<file path="config.mk">
export PLATFORM = sky130hd
export DESIGN_NAME = debug_unit_uart_flat
export DESIGN_NICKNAME = d
export VERILOG_FILES = /design/src/rtl/debug_unit_uart_if.sv /design/src/rtl/debug_unit_uart.sv /design/src/flat_wrapper.sv
export SDC_FILE = /design/constraint.sdc
export NUM_CORES = 1
export LEC_CHECK = 0
export ABC_AREA = 1
export CAP_MARGIN = 20
export CORE_ASPECT_RATIO = 1.1
export CORE_UTILIZATION = 55
export CTS_CLUSTER_SIZE = 10
export DETAILED_ROUTE_END_ITERATION = 16
export GPL_ROUTABILITY_DRIVEN = 0
export PLACE_DENSITY = 0.9
export SLEW_MARGIN = 20
export SYNTH_ARGS = -nofsm -noshare
export SYNTH_HDL_FRONTEND = slang
export SYNTH_SLANG_ARGS = --single-unit
export TNS_END_PERCENT = 1
</file>
<file path="constraint.sdc">
create_clock -name i_clk -period 4.6 [get_ports i_clk]
set_input_delay 0.46 -clock i_clk [delete_from_list [all_inputs] [get_ports i_clk]]
set_output_delay 0.46 -clock i_clk [all_outputs]
set_load 0.1 [all_outputs]
</file>
<file path="src/rtl/debug_unit_uart_if.sv">
// UART byte channel between the debug engine and the UART RX/TX pair.
// master: the debug engine (consumes RX, produces TX).
// slave: the UART side.
interface debug_unit_uart_if #(
   parameter int unsigned NB_DATA = 8
);
   logic               rx_done;
   logic [NB_DATA-1:0] rx_data;
   logic               tx_done;
   logic [NB_DATA-1:0] tx_data;
   logic               tx_start;

   modport master (
      input  rx_done, rx_data, tx_done,
      output tx_data, tx_start
   );

   modport slave (
      output rx_done, rx_data, tx_done,
      input  tx_data, tx_start
   );
endinterface

</file>
<file path="src/rtl/debug_unit_uart.sv">
// UART command/response debug engine for the pipelined MIPS core.
// It loads program words into instruction memory and runs the pipeline in
// continuous or single-step mode, with an optional PC breakpoint.
// On every stop it streams a dump frame: latches, then registers, then data memory.
// Optional feature macro: DEBUG_CHECKSUM_EN appends an XOR checksum byte to each dump frame.
module debug_unit_uart #(
   parameter int unsigned NB_DATA      = 8,
   parameter int unsigned NB_WORD      = 32,
   parameter int unsigned NB_LATCHES   = 350,
   parameter int unsigned NB_REG_ADDR  = 5,
   parameter int unsigned NB_DMEM_ADDR = 5
) (
   input  logic                    i_clk,
   input  logic                    i_reset,
   debug_unit_uart_if.master       uart,
   input  logic [NB_LATCHES-1:0]   i_latches,
   input  logic [NB_WORD-1:0]      i_pc,
   input  logic                    i_end,
   input  logic [NB_WORD-1:0]      i_r_data_registers,
   input  logic [NB_WORD-1:0]      i_r_data_data_mem,
   output logic [NB_REG_ADDR-1:0]  o_r_addr_registers,
   output logic [NB_DMEM_ADDR-1:0] o_r_addr_data_mem,
   output logic                    o_reset_pipeline,
   output logic                    o_stop,
   output logic                    o_write_instruction_mem,
   output logic [NB_WORD-1:0]      o_instruction_mem_addr,
   output logic [NB_WORD-1:0]      o_instruction_mem_data
);

   localparam int unsigned K          = NB_WORD / NB_DATA;
   localparam int unsigned N_REGS     = 2 ** NB_REG_ADDR;
   localparam int unsigned N_DMEM     = 2 ** NB_DMEM_ADDR;
   localparam int unsigned N_LAT_B    = (NB_LATCHES + NB_DATA - 1) / NB_DATA;
   localparam int unsigned NB_LAT_PAD = N_LAT_B * NB_DATA;
   localparam int unsigned NB_SHIFT   = (NB_LAT_PAD > NB_WORD) ? NB_LAT_PAD : NB_WORD;
   localparam int unsigned N_MAXB     = (N_LAT_B > K) ? N_LAT_B : K;
   localparam int unsigned NB_BCNT    = $clog2(N_MAXB + 1);
   localparam int unsigned NB_WCNT    = $clog2(K + 1);
   localparam int unsigned NB_IDX     = (NB_REG_ADDR > NB_DMEM_ADDR) ? NB_REG_ADDR : NB_DMEM_ADDR;
   localparam int unsigned ADDR_STEP  = NB_WORD / 8;

   localparam logic [NB_DATA-1:0] OP_LOAD        = NB_DATA'(8'h00);
   localparam logic [NB_DATA-1:0] OP_START_CONT  = NB_DATA'(8'h01);
   localparam logic [NB_DATA-1:0] OP_START_DEBUG = NB_DATA'(8'h02);
   localparam logic [NB_DATA-1:0] OP_STEP        = NB_DATA'(8'h03);
   localparam logic [NB_DATA-1:0] OP_END_DEBUG   = NB_DATA'(8'h04);
   localparam logic [NB_DATA-1:0] OP_SET_BREAK   = NB_DATA'(8'h05);
   localparam logic [NB_DATA-1:0] OP_CLR_BREAK   = NB_DATA'(8'h06);
   localparam logic [NB_DATA-1:0] REPLY_ERR      = NB_DATA'(8'hEE);

   typedef enum logic [3:0] {
      IDLE, LOAD, RUN, DEBUG, STEP, BRK_LOAD, DUMP_SETUP, DUMP_TX, DUMP_WAIT
   } state_t;

   typedef enum logic [1:0] {SEC_LAT, SEC_REG, SEC_MEM, SEC_CHK} sec_t;

   state_t                  state_q, state_d;
   sec_t                    sec_q, sec_d;
   logic                    rst_pipe_q, rst_pipe_d;
   logic                    stop_q, stop_d;
   logic [NB_DATA-1:0]      tx_data_q, tx_data_d;
   logic                    tx_start_q, tx_start_d;
   logic                    wr_en_q, wr_en_d;
   logic [NB_WORD-1:0]      im_addr_q, im_addr_d;
   logic [NB_WORD-1:0]      im_data_q, im_data_d;
   logic [NB_WORD-1:0]      load_addr_q, load_addr_d;
   logic [NB_WORD-1:0]      word_q, word_d;
   logic [NB_WCNT-1:0]      wcnt_q, wcnt_d;
   logic [NB_WORD-1:0]      bp_q, bp_d;
   logic                    bp_valid_q, bp_valid_d;
   logic                    brk_ret_dbg_q, brk_ret_dbg_d;
   logic [NB_REG_ADDR-1:0]  rd_reg_q, rd_reg_d;
   logic [NB_DMEM_ADDR-1:0] rd_mem_q, rd_mem_d;
   logic [NB_IDX-1:0]       idx_q, idx_d;
   logic [NB_BCNT-1:0]      bcnt_q, bcnt_d;
   logic [NB_SHIFT-1:0]     shift_q, shift_d;
   logic                    load_pend_q, load_pend_d;
   logic                    exit_idle_q, exit_idle_d;
`ifdef DEBUG_CHECKSUM_EN
   logic [NB_DATA-1:0]      chk_q, chk_d;
`endif

   logic [NB_WORD-1:0]      new_word;
   logic                    last_byte;
   logic [NB_SHIFT-1:0]     cur;
   logic                    err;
   logic                    start_dump;
   logic                    finish;

   // incoming byte shifted into the word under assembly, MSB first
   assign new_word  = NB_WORD'({word_q, uart.rx_data});
   assign last_byte = (wcnt_q == NB_WCNT'(K - 1));

   // next-state and next-output logic
   always_comb begin
      state_d       = state_q;
      sec_d         = sec_q;
      tx_data_d     = tx_data_q;
      tx_start_d    = 1'b0;
      wr_en_d       = 1'b0;
      im_addr_d     = im_addr_q;
      im_data_d     = im_data_q;
      load_addr_d   = load_addr_q;
      word_d        = word_q;
      wcnt_d        = wcnt_q;
      bp_d          = bp_q;
      bp_valid_d    = bp_valid_q;
      brk_ret_dbg_d = brk_ret_dbg_q;
      rd_reg_d      = rd_reg_q;
      rd_mem_d      = rd_mem_q;
      idx_d         = idx_q;
      bcnt_d        = bcnt_q;
      shift_d       = shift_q;
      load_pend_d   = load_pend_q;
      exit_idle_d   = exit_idle_q;
`ifdef DEBUG_CHECKSUM_EN
      chk_d         = chk_q;
`endif
      cur           = shift_q;
      err           = 1'b0;
      start_dump    = 1'b0;
      finish        = 1'b0;

      unique case (state_q)
         IDLE: begin
            if (uart.rx_done) begin
               unique case (uart.rx_data)
                  OP_LOAD: begin
                     state_d     = LOAD;
                     load_addr_d = '0;
                     wcnt_d      = '0;
                  end
                  OP_START_CONT:  state_d = RUN;
                  OP_START_DEBUG: state_d = DEBUG;
                  OP_SET_BREAK: begin
                     state_d       = BRK_LOAD;
                     brk_ret_dbg_d = 1'b0;
                     wcnt_d        = '0;
                  end
                  OP_CLR_BREAK:   bp_valid_d = 1'b0;
                  default:        err = 1'b1;
               endcase
            end
         end
         LOAD: begin
            if (uart.rx_done) begin
               word_d = new_word;
               if (last_byte) begin
                  wcnt_d      = '0;
                  wr_en_d     = 1'b1;
                  im_addr_d   = load_addr_q;
                  im_data_d   = new_word;
                  load_addr_d = load_addr_q + NB_WORD'(ADDR_STEP);
                  if (&new_word) state_d = IDLE;
               end else begin
                  wcnt_d = wcnt_q + NB_WCNT'(1);
               end
            end
         end
         RUN: begin
            if (i_end || (bp_valid_q && (i_pc == bp_q))) begin
               start_dump  = 1'b1;
               exit_idle_d = 1'b1;
            end
         end
         DEBUG: begin
            if (uart.rx_done) begin
               unique case (uart.rx_data)
                  OP_STEP:      state_d = STEP;
                  OP_END_DEBUG: state_d = IDLE;
                  OP_SET_BREAK: begin
                     state_d       = BRK_LOAD;
                     brk_ret_dbg_d = 1'b1;
                     wcnt_d        = '0;
                  end
                  OP_CLR_BREAK: bp_valid_d = 1'b0;
                  default:      err = 1'b1;
               endcase
            end
         end
         STEP: begin
            start_dump  = 1'b1;
            exit_idle_d = i_end;
         end
         BRK_LOAD: begin
            if (uart.rx_done) begin
               word_d = new_word;
               if (last_byte) begin
                  wcnt_d     = '0;
                  bp_d       = new_word;
                  bp_valid_d = 1'b1;
                  state_d    = brk_ret_dbg_q ? DEBUG : IDLE;
               end else begin
                  wcnt_d = wcnt_q + NB_WCNT'(1);
               end
            end
         end
         DUMP_SETUP: begin
            state_d = DUMP_TX;
            unique case (sec_q)
               SEC_LAT: begin
                  shift_d     = NB_SHIFT'(i_latches) << (NB_SHIFT - NB_LAT_PAD);
                  bcnt_d      = NB_BCNT'(N_LAT_B);
                  load_pend_d = 1'b0;
               end
               SEC_REG: begin
                  rd_reg_d    = NB_REG_ADDR'(idx_q);
                  bcnt_d      = NB_BCNT'(K);
                  load_pend_d = 1'b1;
               end
               SEC_MEM: begin
                  rd_mem_d    = NB_DMEM_ADDR'(idx_q);
                  bcnt_d      = NB_BCNT'(K);
                  load_pend_d = 1'b1;
               end
               default: begin
`ifdef DEBUG_CHECKSUM_EN
                  shift_d = NB_SHIFT'(chk_q) << (NB_SHIFT - NB_DATA);
`endif
                  bcnt_d      = NB_BCNT'(1);
                  load_pend_d = 1'b0;
               end
            endcase
         end
         DUMP_TX: begin
            // read data arrives one cycle after the address was driven
            if (load_pend_q)
               cur = NB_SHIFT'((sec_q == SEC_REG) ? i_r_data_registers : i_r_data_data_mem)
                     << (NB_SHIFT - NB_WORD);
            shift_d     = cur;
            load_pend_d = 1'b0;
            tx_data_d   = cur[NB_SHIFT-1 -: NB_DATA];
            tx_start_d  = 1'b1;
`ifdef DEBUG_CHECKSUM_EN
            chk_d       = chk_q ^ cur[NB_SHIFT-1 -: NB_DATA];
`endif
            state_d     = DUMP_WAIT;
         end
         DUMP_WAIT: begin
            if (uart.tx_done) begin
               shift_d = shift_q << NB_DATA;
               if (bcnt_q == NB_BCNT'(1)) begin
                  state_d = DUMP_SETUP;
                  unique case (sec_q)
                     SEC_LAT: begin
                        sec_d = SEC_REG;
                        idx_d = '0;
                     end
                     SEC_REG: begin
                        if (idx_q == NB_IDX'(N_REGS - 1)) begin
                           sec_d = SEC_MEM;
                           idx_d = '0;
                        end else begin
                           idx_d = idx_q + NB_IDX'(1);
                        end
                     end
                     SEC_MEM: begin
                        if (idx_q == NB_IDX'(N_DMEM - 1)) begin
`ifdef DEBUG_CHECKSUM_EN
                           sec_d = SEC_CHK;
`else
                           finish = 1'b1;
`endif
                        end else begin
                           idx_d = idx_q + NB_IDX'(1);
                        end
                     end
                     default: finish = 1'b1;
                  endcase
               end else begin
                  bcnt_d  = bcnt_q - NB_BCNT'(1);
                  state_d = DUMP_TX;
               end
            end
         end
         default: state_d = IDLE;
      endcase

      if (finish) state_d = exit_idle_q ? IDLE : DEBUG;

      if (start_dump) begin
         state_d = DUMP_SETUP;
         sec_d   = SEC_LAT;
         idx_d   = '0;
`ifdef DEBUG_CHECKSUM_EN
         chk_d   = '0;
`endif
      end

      if (err) begin
         tx_data_d  = REPLY_ERR;
         tx_start_d = 1'b1;
      end

      rst_pipe_d = (state_d == IDLE) || ((state_d == BRK_LOAD) && !brk_ret_dbg_d);
      stop_d     = !((state_d == RUN) || (state_d == STEP));
   end

   // state and output registers
   always_ff @(posedge i_clk) begin
      if (i_reset) begin
         state_q       <= IDLE;
         sec_q         <= SEC_LAT;
         rst_pipe_q    <= 1'b1;
         stop_q        <= 1'b1;
         tx_data_q     <= '0;
         tx_start_q    <= 1'b0;
         wr_en_q       <= 1'b0;
         im_addr_q     <= '0;
         im_data_q     <= '0;
         load_addr_q   <= '0;
         word_q        <= '0;
         wcnt_q        <= '0;
         bp_q          <= '0;
         bp_valid_q    <= 1'b0;
         brk_ret_dbg_q <= 1'b0;
         rd_reg_q      <= '0;
         rd_mem_q      <= '0;
         idx_q         <= '0;
         bcnt_q        <= '0;
         shift_q       <= '0;
         load_pend_q   <= 1'b0;
         exit_idle_q   <= 1'b0;
`ifdef DEBUG_CHECKSUM_EN
         chk_q         <= '0;
`endif
      end else begin
         state_q       <= state_d;
         sec_q         <= sec_d;
         rst_pipe_q    <= rst_pipe_d;
         stop_q        <= stop_d;
         tx_data_q     <= tx_data_d;
         tx_start_q    <= tx_start_d;
         wr_en_q       <= wr_en_d;
         im_addr_q     <= im_addr_d;
         im_data_q     <= im_data_d;
         load_addr_q   <= load_addr_d;
         word_q        <= word_d;
         wcnt_q        <= wcnt_d;
         bp_q          <= bp_d;
         bp_valid_q    <= bp_valid_d;
         brk_ret_dbg_q <= brk_ret_dbg_d;
         rd_reg_q      <= rd_reg_d;
         rd_mem_q      <= rd_mem_d;
         idx_q         <= idx_d;
         bcnt_q        <= bcnt_d;
         shift_q       <= shift_d;
         load_pend_q   <= load_pend_d;
         exit_idle_q   <= exit_idle_d;
`ifdef DEBUG_CHECKSUM_EN
         chk_q         <= chk_d;
`endif
      end
   end

   assign uart.tx_data            = tx_data_q;
   assign uart.tx_start           = tx_start_q;
   assign o_reset_pipeline        = rst_pipe_q;
   assign o_stop                  = stop_q;
   assign o_write_instruction_mem = wr_en_q;
   assign o_instruction_mem_addr  = im_addr_q;
   assign o_instruction_mem_data  = im_data_q;
   assign o_r_addr_registers      = rd_reg_q;
   assign o_r_addr_data_mem       = rd_mem_q;

endmodule
</file>
<file path="src/flat_wrapper.sv">
// flat-port wrapper written by rule: the top's interface ports become plain ports
module debug_unit_uart_flat 
#(
   parameter int unsigned NB_DATA      = 8,
   parameter int unsigned NB_WORD      = 32,
   parameter int unsigned NB_LATCHES   = 350,
   parameter int unsigned NB_REG_ADDR  = 5,
   parameter int unsigned NB_DMEM_ADDR = 5
)
  (i_clk, i_reset, i_latches, i_pc, i_end, i_r_data_registers, i_r_data_data_mem, o_r_addr_registers, o_r_addr_data_mem, o_reset_pipeline, o_stop, o_write_instruction_mem, o_instruction_mem_addr, o_instruction_mem_data, uart_rx_done, uart_rx_data, uart_tx_done, uart_tx_data, uart_tx_start);
  debug_unit_uart_if #(.NB_DATA(NB_DATA)) uart_i ();
  input  logic i_clk;
  input  logic i_reset;
  input  logic [NB_LATCHES-1:0] i_latches;
  input  logic [NB_WORD-1:0] i_pc;
  input  logic i_end;
  input  logic [NB_WORD-1:0] i_r_data_registers;
  input  logic [NB_WORD-1:0] i_r_data_data_mem;
  output logic [NB_REG_ADDR-1:0] o_r_addr_registers;
  output logic [NB_DMEM_ADDR-1:0] o_r_addr_data_mem;
  output logic o_reset_pipeline;
  output logic o_stop;
  output logic o_write_instruction_mem;
  output logic [NB_WORD-1:0] o_instruction_mem_addr;
  output logic [NB_WORD-1:0] o_instruction_mem_data;
  input wire logic [$bits(uart_i.rx_done)-1:0] uart_rx_done;
  input wire logic [$bits(uart_i.rx_data)-1:0] uart_rx_data;
  input wire logic [$bits(uart_i.tx_done)-1:0] uart_tx_done;
  output wire logic [$bits(uart_i.tx_data)-1:0] uart_tx_data;
  output wire logic [$bits(uart_i.tx_start)-1:0] uart_tx_start;
  assign uart_i.rx_done = uart_rx_done;
  assign uart_i.rx_data = uart_rx_data;
  assign uart_i.tx_done = uart_tx_done;
  assign uart_tx_data = uart_i.tx_data;
  assign uart_tx_start = uart_i.tx_start;
  debug_unit_uart #(.NB_DATA(NB_DATA), .NB_WORD(NB_WORD), .NB_LATCHES(NB_LATCHES), .NB_REG_ADDR(NB_REG_ADDR), .NB_DMEM_ADDR(NB_DMEM_ADDR)) u_core (.i_clk(i_clk), .i_reset(i_reset), .uart(uart_i), .i_latches(i_latches), .i_pc(i_pc), .i_end(i_end), .i_r_data_registers(i_r_data_registers), .i_r_data_data_mem(i_r_data_data_mem), .o_r_addr_registers(o_r_addr_registers), .o_r_addr_data_mem(o_r_addr_data_mem), .o_reset_pipeline(o_reset_pipeline), .o_stop(o_stop), .o_write_instruction_mem(o_write_instruction_mem), .o_instruction_mem_addr(o_instruction_mem_addr), .o_instruction_mem_data(o_instruction_mem_data));
endmodule
</file>
==> results.md <==
- Critical Path Source: u_core.state_q[1]
- Total clock sinks: 546
- CTS clk-pin slew, worst paths: 0.06 ns
- Number of global-route vias before repair: 24500
- PD cells: 412 nW/um^2
- Count of unique library cells instantiated by Yosys: 50
- Commonest cells after routing, fill and taps aside: sky130_fd_sc_hd__dfxtp_1 (546), sky130_fd_sc_hd__clkdlybuf4s50_1 (541), sky130_fd_sc_hd__nor2_1 (521)
- Post-CTS setup buffers: 0
- Final total negative setup slack: 0 ns
- GRT Max-Usage Layer: met2
- HPWL reported at the end of detailed placement: 56200 um
- Kind of end point of the critical path: flop
- Critical Setup Path Class: reg -> reg
- R2R Path Start: u_core.state_q[1]
- Hold-critical path endpoint: u_core.shift_q[347]
- Synthesis Warnings: 0
- Initial Util: 0.563
- Wire length of the first global-routing pass: 132000 um
- Maximum capacitance violations: 0
- Cell taking the most area after synthesis: sky130_fd_sc_hd__dfxtp_1
- Number of detailed-routing iterations run before antenna repair: 8
- Number of antenna violations at the first check in global routing: 41
- Setup clock skew after layout: 0.0325 ns
- Static Leakage: 11.5 nW
- Final-report hold violation count: 0
- Area growth from synthesis to layout: 29.3%
- Max VDD drop: 0.299 mV
- R2R Setup Slk: 1.09 ns
- Startpoint types: flop
- RSZ-0062 raised after global routing: no
- Clock network fraction of design power: 0.330
- Number of instances on the worst hold path: 4
- IO Port Bufs: 542
- Min cycle time layout: 3.51 ns
- Clock latency on the worst-skew pair: 0.63 ns
- First-iteration detailed-routing DRC count: 2637
- Level count of the clock H-tree: 2
- Number of rows in the core area: 79
- Worst Tran Pin Value: 1.29 ns
- Post-detailed-route via-to-cell ratio: 6.28
- Status: finished clean
- Reg-to-Reg End: u_core.shift_q[61]
- Tightest hold margin: 0.405 ns
- Total wire length: 84100 um
- Max-slew headroom at the worst pin: 0.137
- Max Transition Viols Final: 0
- Worst Hold Launch: i_reset
- Met3 layer usage reported by global route: 0.0960
- Sum of overflow across all layers after global routing: 0
- Worst Path Required: 5.15 ns
- Bufs on Longest Clock Path: 3
- Post-synthesis cell count: 2994
- Count of pins on the block boundary: 545
- Share of final-layout standard cells stronger than drive strength 1: 0.0722
- Top cells by area in the synthesized netlist: sky130_fd_sc_hd__dfxtp_1 (45%), sky130_fd_sc_hd__o21ai_0 (8.9%), sky130_fd_sc_hd__a221oi_1 (8.5%)
- Netlist Area Pre-Place: 24000 sq um
- Number of cells on the worst reg-to-reg path: 11
- Final #Nets: 3842
- GRT Util Overall: 0.367
- NetSw: 3.99 mW
- Die span in y: 221 um
- Post-synthesis register bit count: 546
- Core footprint: 42700 sq um
- Share of power burned in registers: 0.454
- Number of buffers added by the clock tree synthesis step: 61
- Internal power consumption: 8.82 mW
- Post-Place Setup Slack: 1.28 ns
- Fmax: 285 MHz
- Arrival time of data at the critical path endpoint: 4.06 ns
- Final setup violation count: 0
- Global routing usage on met1: 0.424
- Share of total power in combinational logic: 0.217
- Critical path peak fanout: 166
- Most common cell after layout, fill and taps aside: sky130_fd_sc_hd__dfxtp_1
- DRC: 0
- Final worst slack: 1.09 ns
- Total number of vias: 25000
- Clock tree from TritonCTS: built
- Cell chosen for the clock root: sky130_fd_sc_hd__clkbuf_16
- Sequential share of the synthesized area: 0.455
- Post-Syn Area per Cell: 8.03 sq um
- Grt met2 use: 0.589
- Total design power: 12.8 mW
- Die footprint: 44600 sq um
- Path type of the worst min-delay path: in -> reg
- Fraction of power spent switching nets: 0.312
- Area share of the largest cell type after synthesis: 0.455
- Routed WL per cell: 21.1 um
- Largest net degree at the start of global routing: 281
- Final critical-path share of the clock period: 0.762
- Hold buffer count at cts: 0
- Number of resized instances in the post-cts repair step: 0
- DIE WIDTH: 201 um
- Final antenna-violating net count: 0
cell type report:
| cell class | count | area, sq um |
|---|---|---|
| Fill cell | 3080 | 11600 |
| Multi-Input combinational cell | 2052 | 11500 |
| Clock buffer | 68 | 1600 |
| Inverter | 144 | 571 |
| Antenna cell | 32 | 80.1 |
| Clock inverter | 3 | 22.5 |
| Tap cell | 567 | 709 |
| Timing Repair Buffer | 568 | 5670 |
| Sequential cell | 546 | 10900 |
flip-flops by register name, indices dropped and copies added (netlist names), 5 cells and up:
register	flops
u_core.uart.tx_data	8
u_core.shift_q	352
u_core.word_q	24
u_core.bcnt_q	6
u_core.o_instruction_mem_addr	30
u_core.load_addr_q	30
u_core.bp_q	32
u_core.o_r_addr_registers	5
u_core.o_r_addr_data_mem	5
u_core.idx_q	5
u_core.o_instruction_mem_data	32
power groups by stage:
stage	sequential (mW)	clock [mW]	combinational [mW]
final	5.81	4.23	2.78
after global routing	5.85	4.43	3.03
after CTS	5.78	4.25	2.73
after detailed placement	5.86	0	2.70
after global placement	5.84	0	2.58
after floorplan	5.93	0	1.66
kinds of logic after synthesis:
group | Yosys count | synth area share
other cells | 1 | 0.000156
xor+xnor | 23 | 0.00838
simple gates | 999 | 0.172
buf+inv | 397 | 0.0673
flops | 546 | 0.455
fa+ha+maj | 10 | 0.00520
compound gates | 1018 | 0.292
metal layers:
| layer | vias to the layer above | wire length (um) |
|---|---|---|
| met4 | 16 | 6050 |
| li1 | 11400 | - |
| met3 | 341 | 8340 |
| met2 | 1461 | 39200 |
| met1 | 11800 | 30300 |
| met5 | - | 109 |
worst max path at each step:
| stage | end | cells after the start | slack, ns |
|---|---|---|---|
| after CTS | u_core.shift_q[61] | 11 | 1.26 |
| after global placement | u_core.shift_q[146] | 8 | 1.40 |
| after global routing | u_core.shift_q[72] | 11 | 0.89 |
| final | u_core.shift_q[61] | 11 | 1.09 |
| after floorplan | u_core.o_stop | 14 | 2.56 |
| after detailed placement | u_core.shift_q[78] | 11 | 1.28 |
synth_stat cells (all sizes together):
| cell | n |
|---|---|
| a22oi | 8 |
| o31ai | 1 |
| xnor2 | 14 |
| o21a | 1 |
| inv | 143 |
| or2 | 33 |
| nor3b | 2 |
| conb | 1 |
| o21ai | 487 |
| clkinv | 1 |
| a31oi | 8 |
| o2111ai | 2 |
| ha | 10 |
| o22ai | 2 |
| buf | 84 |
| o41ai | 1 |
| nor2 | 533 |
| a211oi | 3 |
| a221oi | 314 |
| dfxtp | 546 |
| o221ai | 1 |
| o211ai | 26 |
| o311ai | 1 |
| a41oi | 24 |
| nand2 | 318 |
| clkbuf | 169 |
| nor3 | 27 |
| nor4 | 12 |
| a21oi | 135 |
| xor2 | 9 |
| a21boi | 1 |
| a21o | 1 |
| nand4 | 20 |
| o211a | 2 |
| nand3 | 54 |
critical path: stages (launching register included):
cell	delay [ns]
sky130_fd_sc_hd__dfxtp_1	0.43
sky130_fd_sc_hd__inv_2	0.11
sky130_fd_sc_hd__nor2_1	0.16
sky130_fd_sc_hd__inv_2	0.08
sky130_fd_sc_hd__nor2_4	0.35
sky130_fd_sc_hd__inv_2	0.11
sky130_fd_sc_hd__o22ai_4	0.39
sky130_fd_sc_hd__nor2_8	0.21
sky130_fd_sc_hd__inv_8	0.65
sky130_fd_sc_hd__buf_4	0.47
sky130_fd_sc_hd__a221oi_1	0.11
sky130_fd_sc_hd__nor2_1	0.15
metrics by stage:
step / cells / area, sq um / utilization
after detailed placement: 3877 / 29400 / 0.688
final: 3980 / 31100 / 0.728
after floorplan: 2995 / 24000 / -
after CTS: 3948 / 31000 / 0.726
after global routing: 3975 / 31100 / 0.728
after global placement: 3877 / 29400 / 0.688
Note: power is estimated with default switching activity, not from simulation.
